[config.mk]
export PLATFORM = sky130hd
export DESIGN_NAME = shot_clock_ctrl
export DESIGN_NICKNAME = d
export VERILOG_FILES = /design/src/rtl/shot_clock_ctrl.sv
export SDC_FILE = /design/constraint.sdc
export NUM_CORES = 1
export LEC_CHECK = 0
export CAP_MARGIN = 20
export CELL_PAD_IN_SITES_DETAIL_PLACEMENT = 0
export CELL_PAD_IN_SITES_GLOBAL_PLACEMENT = 2
export CORE_MARGIN = 1
export CORE_UTILIZATION = 25
export CTS_CLUSTER_SIZE = 10
export DETAILED_ROUTE_END_ITERATION = 8
export PLACE_DENSITY = 0.9
export SYNTH_ARGS = -nofsm -noshare
export SYNTH_HDL_FRONTEND = slang
export SYNTH_SLANG_ARGS = --single-unit
[constraint.sdc]
create_clock -name clk -period 6.6 [get_ports clk]
set_input_delay 1.65 -clock clk [delete_from_list [all_inputs] [get_ports clk]]
set_output_delay 1.65 -clock clk [all_outputs]
set_load 0.05 [all_outputs]
[src/rtl/shot_clock_ctrl.sv]
// Shot clock sequencer: BCD countdown on synchronized timer toggles, with
// start/pause/reload control and a request/grant write-back to the display register.
module shot_clock_ctrl #(
  parameter int          LOAD_VAL      = 24,
  parameter int          TICKS_PER_DEC = 1,
  parameter logic [31:0] DISP_ADR      = 32'h0000FF00
) (
  input  logic        clk,
  input  logic        reset,
  input  logic        btn_start,
  input  logic        btn_pause,
  input  logic        btn_reload,
  input  logic        tick_toggle,
  output logic        bus_req,
  input  logic        bus_gnt,
  output logic [31:0] bus_adr,
  output logic [31:0] bus_wdata,
  output logic        bus_we,
  output logic [6:0]  count,
  output logic        running,
  output logic        expired
);

  localparam int             PW        = (TICKS_PER_DEC > 1) ? $clog2(TICKS_PER_DEC) : 1;
  localparam logic [PW-1:0]  PRESC_MAX = PW'(TICKS_PER_DEC - 1);
  localparam logic [6:0]     LOAD_CNT  = 7'(LOAD_VAL);

  typedef enum logic [1:0] {IDLE, RUN, PAUSE, EXPIRED} state_t;
  typedef enum logic [1:0] {WB_IDLE, WB_REQ, WB_WR} wb_state_t;

  state_t        state, state_n;
  wb_state_t     wb_state, wb_state_n;
  logic [6:0]    count_n;
  logic [PW-1:0] presc, presc_n;
  logic          dirty, dirty_n, set_dirty, grant;
  logic          tt_meta, tt_sync, tt_prev, tick_edge;
  logic          bus_req_n, bus_we_n;
  logic [31:0]   bus_adr_n, bus_wdata_n;
  logic [3:0]    tens, ones;

  // tick_toggle is asynchronous; every synchronized transition is one tick
  always_ff @(posedge clk) begin
    if (!reset) begin
      tt_meta <= 1'b0;
      tt_sync <= 1'b0;
      tt_prev <= 1'b0;
    end else begin
      tt_meta <= tick_toggle;
      tt_sync <= tt_meta;
      tt_prev <= tt_sync;
    end
  end

  assign tick_edge = tt_sync ^ tt_prev;

  always_comb begin
    state_n   = state;
    count_n   = count;
    presc_n   = presc;
    set_dirty = 1'b0;
    if (btn_reload) begin
      state_n   = IDLE;
      count_n   = LOAD_CNT;
      presc_n   = '0;
      set_dirty = 1'b1;
    end else if (btn_pause) begin
      if (state == RUN) state_n = PAUSE;
    end else if (btn_start && (state == IDLE || state == PAUSE)) begin
      state_n = RUN;
    end else if (state == RUN && tick_edge) begin
      if (presc == PRESC_MAX) begin
        presc_n = '0;
        if (count != 7'd0) begin
          count_n   = count - 7'd1;
          set_dirty = 1'b1;
        end
        if (count <= 7'd1) state_n = EXPIRED;
      end else begin
        presc_n = presc + PW'(1);
      end
    end
  end

  // A change landing on the grant edge re-arms dirty for a second write
  assign grant   = (wb_state == WB_REQ) && bus_gnt;
  assign dirty_n = set_dirty | (dirty & ~grant);

  always_ff @(posedge clk) begin
    if (!reset) begin
      state   <= IDLE;
      count   <= LOAD_CNT;
      presc   <= '0;
      dirty   <= 1'b1;
      running <= 1'b0;
      expired <= 1'b0;
    end else begin
      state   <= state_n;
      count   <= count_n;
      presc   <= presc_n;
      dirty   <= dirty_n;
      running <= (state_n == RUN);
      expired <= (state_n == EXPIRED);
    end
  end

  assign tens = 4'(count / 7'd10);
  assign ones = 4'(count % 7'd10);

  always_comb begin
    wb_state_n  = wb_state;
    bus_req_n   = bus_req;
    bus_we_n    = 1'b0;
    bus_adr_n   = bus_adr;
    bus_wdata_n = bus_wdata;
    unique case (wb_state)
      WB_IDLE: begin
        if (dirty) begin
          bus_req_n  = 1'b1;
          wb_state_n = WB_REQ;
        end
      end
      WB_REQ: begin
        bus_req_n = 1'b1;
        if (bus_gnt) begin
          bus_adr_n   = DISP_ADR;
          bus_wdata_n = {24'd0, tens, ones};
          bus_we_n    = 1'b1;
          wb_state_n  = WB_WR;
        end
      end
      WB_WR: begin
        bus_req_n  = 1'b0;
        wb_state_n = WB_IDLE;
      end
      default: begin
        bus_req_n  = 1'b0;
        wb_state_n = WB_IDLE;
      end
    endcase
  end

  always_ff @(posedge clk) begin
    if (!reset) begin
      wb_state  <= WB_IDLE;
      bus_req   <= 1'b0;
      bus_we    <= 1'b0;
      bus_adr   <= '0;
      bus_wdata <= '0;
    end else begin
      wb_state  <= wb_state_n;
      bus_req   <= bus_req_n;
      bus_we    <= bus_we_n;
      bus_adr   <= bus_adr_n;
      bus_wdata <= bus_wdata_n;
    end
  end

endmodule

Yosys cells after proc, flatten, opt, wreduce, memory -nomap -nowiden
Cells that the tools add are included.

operators by class
  add/subtract/negate cells = 2
  multipliers = 0
  div/mod/pow operators = 2
  $lt $le $gt $ge = 1
  equal/unequal tests = 7
  shift-type cells = 0
  muxes and demuxes = 20
  bitwise gates (word level) = 8
  reduce and logical (&&, ||, !) cells = 13

operator list
  kind                                                                              number
  2-bit 2-to-1 mux                                                                  9
  1-bit 2-to-1 mux                                                                  9
  7-bit by 4-bit divider with 7-bit output, second input constant                   1
  7-bit by 1-bit less-or-equal comparator with 1-bit output, second input constant  1
  7-bit by 4-bit remainder unit with 7-bit output, second input constant            1
  7-bit nonzero test                                                                1
  7-bit by 1-bit subtractor with 7-bit output, second input constant                1
  2-bit by 1-bit equality test with 1-bit output, second input constant             3
  2-bit AND reduction                                                               3
  1-bit inverter                                                                    5
  5-bit AND reduction                                                               1
  2-bit equality test, second input constant                                        2
  2-bit zero test                                                                   2
  2-bit inequality test, second input constant                                      2
  2-bit case mux with 2 select lines                                                1
  1-bit logical AND                                                                 3
  3-bit AND reduction                                                               1
  1-bit case mux with 2 select lines                                                1
  2-bit OR reduction                                                                1
  1-bit adder, second input constant                                                1
  1-bit bitwise AND                                                                 1
  1-bit logical OR                                                                  1
  1-bit OR                                                                          1
  1-bit XOR                                                                         1

word-level totals
  flip-flop bits (word level) = 29
  latch bits = 0
  memory bits (writable) = 0
  memory bits (read-only) = 0
  output and inout bits = 75
  word-level logic and storage cells = 67
  memories kept = 0

Logic depth before layout (Yosys ltp)
Gate-level depths: netlist of the first run.

  depth after elaboration = 8
  mapped depth = 14
  mapped depth without buffers = 11

Worst setup path after synthesis of the first run
Ideal clock, no wire load.

  path type = register to register
  from = reg count[2]
  to = reg bus_wdata[2]
  arrival = 2.845 ns
  data required time = 6.505 ns
  slack = 3.659 ns
  stages on the path, launching flop included = 13
  buffers on the path = 3
  path through = dfxtp_1 buf_2 clkbuf_1 nor2_1 nand2_1 nor3_1 a221oi_1 ha_1 clkbuf_1 o21ai_0 a21oi_1 o211ai_1 o311ai_1

between the ends
  cells in the longest elaborated chain, start to end = 1

ends and longest elaborated chain
  item                                             line  RTL
  from (decl)                                      19    output logic [6:0] count,
  from (signal assigned)                           98    count <= count_n;
  7-bit by 4-bit remainder unit with 7-bit output  107   assign ones = 4'(count % 7'd10);
  to (signal assigned)                             154   bus_wdata <= bus_wdata_n;
  to (decl)                                        17    output logic [31:0] bus_wdata,

Every way passes these cells.
A chain may end at the register's enable or synchronous reset.

Final worst setup path of the first run
  from = reg count[5]
  to = out count[5]

No word-level cell between the ends.

==> results of run 1 <==
worst register-to-register path: stages (launching register included):
cell and delay (ns):
dfxtp_1 0.82, nand2b_1 0.30, xor2_1 0.22, a221oi_1 0.43, ha_1 0.50, a21boi_0 0.22, o22ai_1 0.09, a22oi_1 0.22
o211ai_1 0.25, nand4b_1 0.18, o311ai_1 0.11
sequential cells by signal, summed over array words and instances (netlist names):
register	count
count	7
tt_prev	1
state	2
bus_wdata	8
tt_meta	1
tt_sync	1
bus_req	1
bus_we	1
expired	1
wb_state	2
bus_adr	1
running	1
dirty	1
worst paths after layout:
check | from | end | slack, ns
max reg2reg | count[5] | bus_wdata[2] | 3.13
min | tt_meta | tt_sync | 0.44
max | count[5] | count[5] | 2.92
min reg2reg | tt_meta | tt_sync | 0.44
final cells by class:
| cell class | instances | area, um^2 | area share, % |
|---|---|---|---|
| repair buffers | 34 | 335 | 15.4 |
| inverters | 11 | 41.3 | 1.89 |
| multi-input cells | 191 | 1080 | 49.3 |
| well taps | 102 | 128 | 5.85 |
| clock buffers | 3 | 41.3 | 1.89 |
| flip-flops and latches | 28 | 561 | 25.7 |
stage by stage:
| step | setup slack [ns] | power, W |
|---|---|---|
| after global routing | 2.77 | 0.000400 |
| final | 2.92 | 0.000386 |
| after global placement | 2.93 | 0.000299 |
| after detailed placement | 2.79 | 0.000300 |
| after CTS | 2.92 | 0.000388 |
| after floorplan | 3.66 | 0.000305 |
power breakdown:
part / total, W / internal, W / switching, W
Combinational: 0.000117 / 0.0000200 / 0.0000973
Clock: 0.0000895 / 0.0000409 / 0.0000487
Sequential: 0.000179 / 0.000175 / 0.00000439
Total: 0.000386 / 0.000236 / 0.000150
per-layer routing:
metal / GRT usage, % / wire, um / part of all wire [%] / up-vias
met3: 1.85 / 165 / 4.2 / 4
met1: 12.0 / 1850 / 47 / 723
met2: 16.4 / 1920 / 48 / 43
met4: 1.72 / 32 / 0.81 / 0
li1: - / - / - / 784
met5: 0 / 0 / 0 / -
cells by family (layout without fill, tap and decap cells):
group	count (synthesis)	after routing	synth area share, %
AO/OA/AOI/OAI	47	47	16.5
XOR/XNOR	10	10	4.44
adder cells (fa/ha/maj)	5	5	3.17
buffers and inverters	79	48	26.0
flip-flops	28	28	28.4
multiplexers	2	2	1.01
other	1	48	0.190
AND/OR/NAND/NOR	79	79	20.2
cells in the final DEF, fill, tap and decap left out, types with 2 or more instances in the layout:
cell	n
xor2_1	6
a211o_1	3
clkbuf_8	3
o22ai_1	4
nor3_1	5
or3_1	3
mux2i_1	2
o221ai_1	2
conb_1	48
o21ai_0	9
o311ai_0	2
a31oi_1	2
inv_1	11
and2_1	4
nand2_1	17
nand3_1	7
nor2_1	24
nand4b_1	2
xnor2_1	4
clkdlybuf4s50_1	33
or2_2	2
ha_1	5
nor3b_1	2
a211oi_1	2
nand2b_1	5
nand4_1	3
a21oi_1	12
o211ai_1	3
dfxtp_1	28
==> impl_metrics.ini, run 1 <==
[status]
status = completed

[die]
io_pins = 82
die_h_um = 90.9
die_x_um = 90.9
fp-row-count = 32
fp.coreArea_um2 = 7690
initial_utilization_pct = 25.7
die_area_um2 = 8260

[placement]
dpl_cell_area_um2 = 2140
numPlacedInstances = 365
hpwl_um = 2930
gp_congestion = 0.777
portBuffers = 33

[sta]
finalSetupTns_ns = 0
hold_viol = 0
rsz0062_at_grt = false
worst_hold_slack_ns = 0.437
slew_headroom_pct = 49.8
final-setup-viol-count = 0
drv_slew = 0
layout_min_cycle_time_ns = 3.68
fin_crit_sh_pct = 55.7
skew_ns = 0.00300
fmax_mhz = 272
worst_slew_pin_slew_ns = 0.752

[clock_network]
ctsResizeCount = 0
clock_sinks = 28
cts-htree-levels = 1
clk-insertion-delay-late_ns = 0.27
cts_setup_buffers = 0
cts-hold-fix-buffers = 0
path_clk_slew_ns = 0.09
cts_tree = done
cts-buffers-inserted = 3
cts_root_buf = clkbuf_8
cts_max_path_buffers = 2

[global_route]
grt_pass1_wl_um = 6500
grt_antenna_before_repair = 0
grt_max_degree = 23
grt_pass1_vias = 1380
overflow = 0
gr-usage-all-layers_pct = 9.39

[power_and_ir_drop]
power.leakage_nw = 0.839
power-per-cell-area_nw_per_um2 = 177
ir_drop_v = 0.0000818

[yosys]
synthDistinctLibCells = 44
synth_ff_type = dfxtp_1
yosys.area.top_type = dfxtp_1
syn-cell-area_um2 = 1970
synth_top_area_share_pct = 28.4
ys_seq_area_share_pct = 28.4
synthTopCellsByCount = buf_4, dfxtp_1, nor2_1, nand2_1, a21oi_1
syn_avg_cell_area_um2 = 7.87
synth_edf_count = 0
yosysWarnings = 0
synth.most_common_cell = buf_4
ys_ff_latch = 28
synth_cells = 251
synthArstFlopShare_pct = 0
synth_area_leaders = dfxtp_1, buf_4, nor2_1, nand2_1, ha_1

[worst_setup_path]
end_kind = output pin
reg2regPathDepth = 10
cp_top_family = buffers and inverters
crit_type = flip-flop to output pin
cp_slowest_cell = clkdlybuf4s50_1
worst-path-buf-inv = 1
startpoint_type = flip-flop
crit_required_ns = 4.95
cp.arrival_ns = 2.03
cp_max_fo = 21
path_depth = 1
critical-path-max-stage-delay_ns = 0.94
path_cells = clkdlybuf4s50_1

[cells_and_area]
antenna_cells = 0
stdcell_count = 369
area_growth_pct = 10.5
final_net_count = 281
fin_area_um2 = 2180
drive_gt1_share_pct = 3.37
postLayoutCoreUtil_pct = 28.4
fillerInstances = 874

[route]
dr.pass1.iters = 4
viasPerCell = 4.21
routed_wl_um = 3970
routed-via-count = 1554
wl_per_cell_um = 10.8
dr.first_iter.drc_count = 119
drc = 0
final_antenna_net_count = 0

[min_path]
hp-class = flip-flop to flip-flop
holdPathStages = 1

[run]
max_cap_violations = 0
(Power assumes the default switching activity.)
==> run 2: changes to the inputs <==
--- a/config.mk
+++ b/config.mk
@@ -9,10 +9,10 @@
 export CELL_PAD_IN_SITES_DETAIL_PLACEMENT = 0
 export CELL_PAD_IN_SITES_GLOBAL_PLACEMENT = 2
 export CORE_MARGIN = 1
-export CORE_UTILIZATION = 25
+export CORE_UTILIZATION = 23
 export CTS_CLUSTER_SIZE = 10
 export DETAILED_ROUTE_END_ITERATION = 8
-export PLACE_DENSITY = 0.9
+export PLACE_DENSITY = 0.84
 export SYNTH_ARGS = -nofsm -noshare
 export SYNTH_HDL_FRONTEND = slang
 export SYNTH_SLANG_ARGS = --single-unit
==> constraint.sdc (replaced) <==
create_clock -name clk -period 3.8 [get_ports clk]
set_input_delay 0.95 -clock clk [delete_from_list [all_inputs] [get_ports clk]]
set_output_delay 0.95 -clock clk [all_outputs]
set_load 0.05 [all_outputs]
==> run 2 against run 1 <==
Effect of this change: clock power increased to 2.6 times the previous value; sequential cell count unchanged; hold slack improved by 0.0067 ns; critical path depth rose by 9; via count decreased by 0.97%; die area grew 8.5%; register-to-register slack lost 2.4 ns; utilization down 1.3 points; final cell count grew 1.6%; sequential share of layout area is 0.59 points lower.
==> impl_metrics.ini, run 2 (synthesis results as in run 1) <==
[sta]
skew_ns = 0.00512
fmax_mhz = 321
drv_slew = 0
rsz0062_at_grt = false
worst_hold_slack_ns = 0.444
timing.final.ws_setup_ns = 0.684
layout_min_cycle_time_ns = 3.12
worst_slew_pin_slew_ns = 0.665
slew_headroom_pct = 55.7
fin_crit_sh_pct = 82.0
hold_viol = 0
finalSetupTns_ns = 0
final-setup-viol-count = 0

[worst_setup_path]
end_kind = flip-flop
cp.arrival_ns = 3.27
crit_required_ns = 3.95
startpoint_type = flip-flop
crit_type = flip-flop to flip-flop
cp_max_fo = 22

[clock_network]
cts_tree = done
ctsResizeCount = 0
cts_root_buf = clkbuf_8
path_clk_slew_ns = 0.10
clock_sinks = 28
cts-buffers-inserted = 3
cts-hold-fix-buffers = 0
cts_setup_buffers = 0
clk-insertion-delay-late_ns = 0.28
cts-htree-levels = 1
cts_max_path_buffers = 2

[route]
drc = 0
dr.pass1.iters = 4
routed-via-count = 1539
final_antenna_net_count = 0
routed_wl_um = 4010
viasPerCell = 4.10
dr.first_iter.drc_count = 146
wl_per_cell_um = 10.7

[power_and_ir_drop]
ir_drop_v = 0.000184
p_sw_w = 0.000270
p_comb_share_pct = 27.2
clkPwrFrac_pct = 31.3
power-per-cell-area_nw_per_um2 = 336
pwr-share-seq_pct = 41.5
p_int_w = 0.000480
p_sw_share_pct = 36.0
power.leakage_nw = 0.864

[run]
max_cap_violations = 0

[cells_and_area]
final_common_cell = conb_1
postLayoutCoreUtil_pct = 27.0
antenna_cells = 0
final_cell_mix = conb_1, clkdlybuf4s50_1, dfxtp_1
largest_reg_flops = 8
drive_gt1_share_pct = 4.44
biggestRegsByFlops = bus_wdata (8), count (7)
top_register = bus_wdata
stdcell_count = 375
area_growth_pct = 13.1
final_net_count = 283

[placement]
numPlacedInstances = 371
hpwl_um = 3030
pre_cts_ws_ns = 0.685
portBuffers = 33
gp_congestion = 0.783

[global_route]
gr-usage-all-layers_pct = 9.18
overflow = 0
grt_pass1_wl_um = 6560
grt_antenna_before_repair = 0
grt_pass1_vias = 1357
grt_max_degree = 23

[die]
fp.coreArea_um2 = 8260
die_h_um = 94.7
die_area_um2 = 8960
initial_utilization_pct = 23.9
fp-row-count = 33
die_x_um = 94.7
io_pins = 82

[min_path]
hp-class = flip-flop to flip-flop

[status]
status = completed
==> run 2: path summary, 6_finish.rpt <==
check | startpoint | to | slack [ns] | cells past startpoint
max | count[3] | bus_wdata[2] | 0.68 | 10
min | tt_meta | tt_sync | 0.44 | 1
min reg2reg | tt_meta | tt_sync | 0.44 | 1
max reg2reg | count[3] | bus_wdata[2] | 0.68 | 10
==> run 2: layer usage <==
layer	vias up	GRT usage [%]	wire (um)
met2	53	15.6	1980
met3	2	1.93	182
met5	-	0	0
met1	698	11.8	1820
met4	0	2.15	17
li1	786	-	-
==> run 2: critical path, cell delays in order (launching register included) <==
cell	delay, ns
dfxtp_1	0.76
nand2b_1	0.30
xor2_1	0.10
a221oi_1	0.37
ha_1	0.49
a21boi_0	0.22
o22ai_1	0.09
a22oi_1	0.19
o211ai_1	0.20
nand4b_1	0.16
o311ai_1	0.11
==> run 2: per-stage QoR <==
stage	cell area (um^2)	power, W
2_1_floorplan	2150	0.000530
4_1_cts	2230	0.000757
3_5_place_dp	2160	0.000522
5_1_grt	2230	0.000778
3_3_place_gp	2160	0.000522
6_report	2230	0.000750
==> run 2: cell type report <==
type | count | area [um^2]
Multi-Input combinational cell | 191 | 1080
Clock inverter | 1 | 30.0
Sequential cell | 28 | 561
Tap cell | 105 | 131
Clock buffer | 3 | 41.3
Fill cell | 921 | 6020
Timing Repair Buffer | 36 | 353
Inverter | 11 | 41.3
==> run 2: power by group through the flow <==
stage               Combinational, W  Clock (W)  Sequential, W
finish                      0.000204   0.000235       0.000311
global route                0.000215   0.000251       0.000313
CTS                         0.000204   0.000242       0.000311
detailed placement          0.000204          0       0.000318
global placement            0.000204          0       0.000318
floorplan                   0.000191          0       0.000339
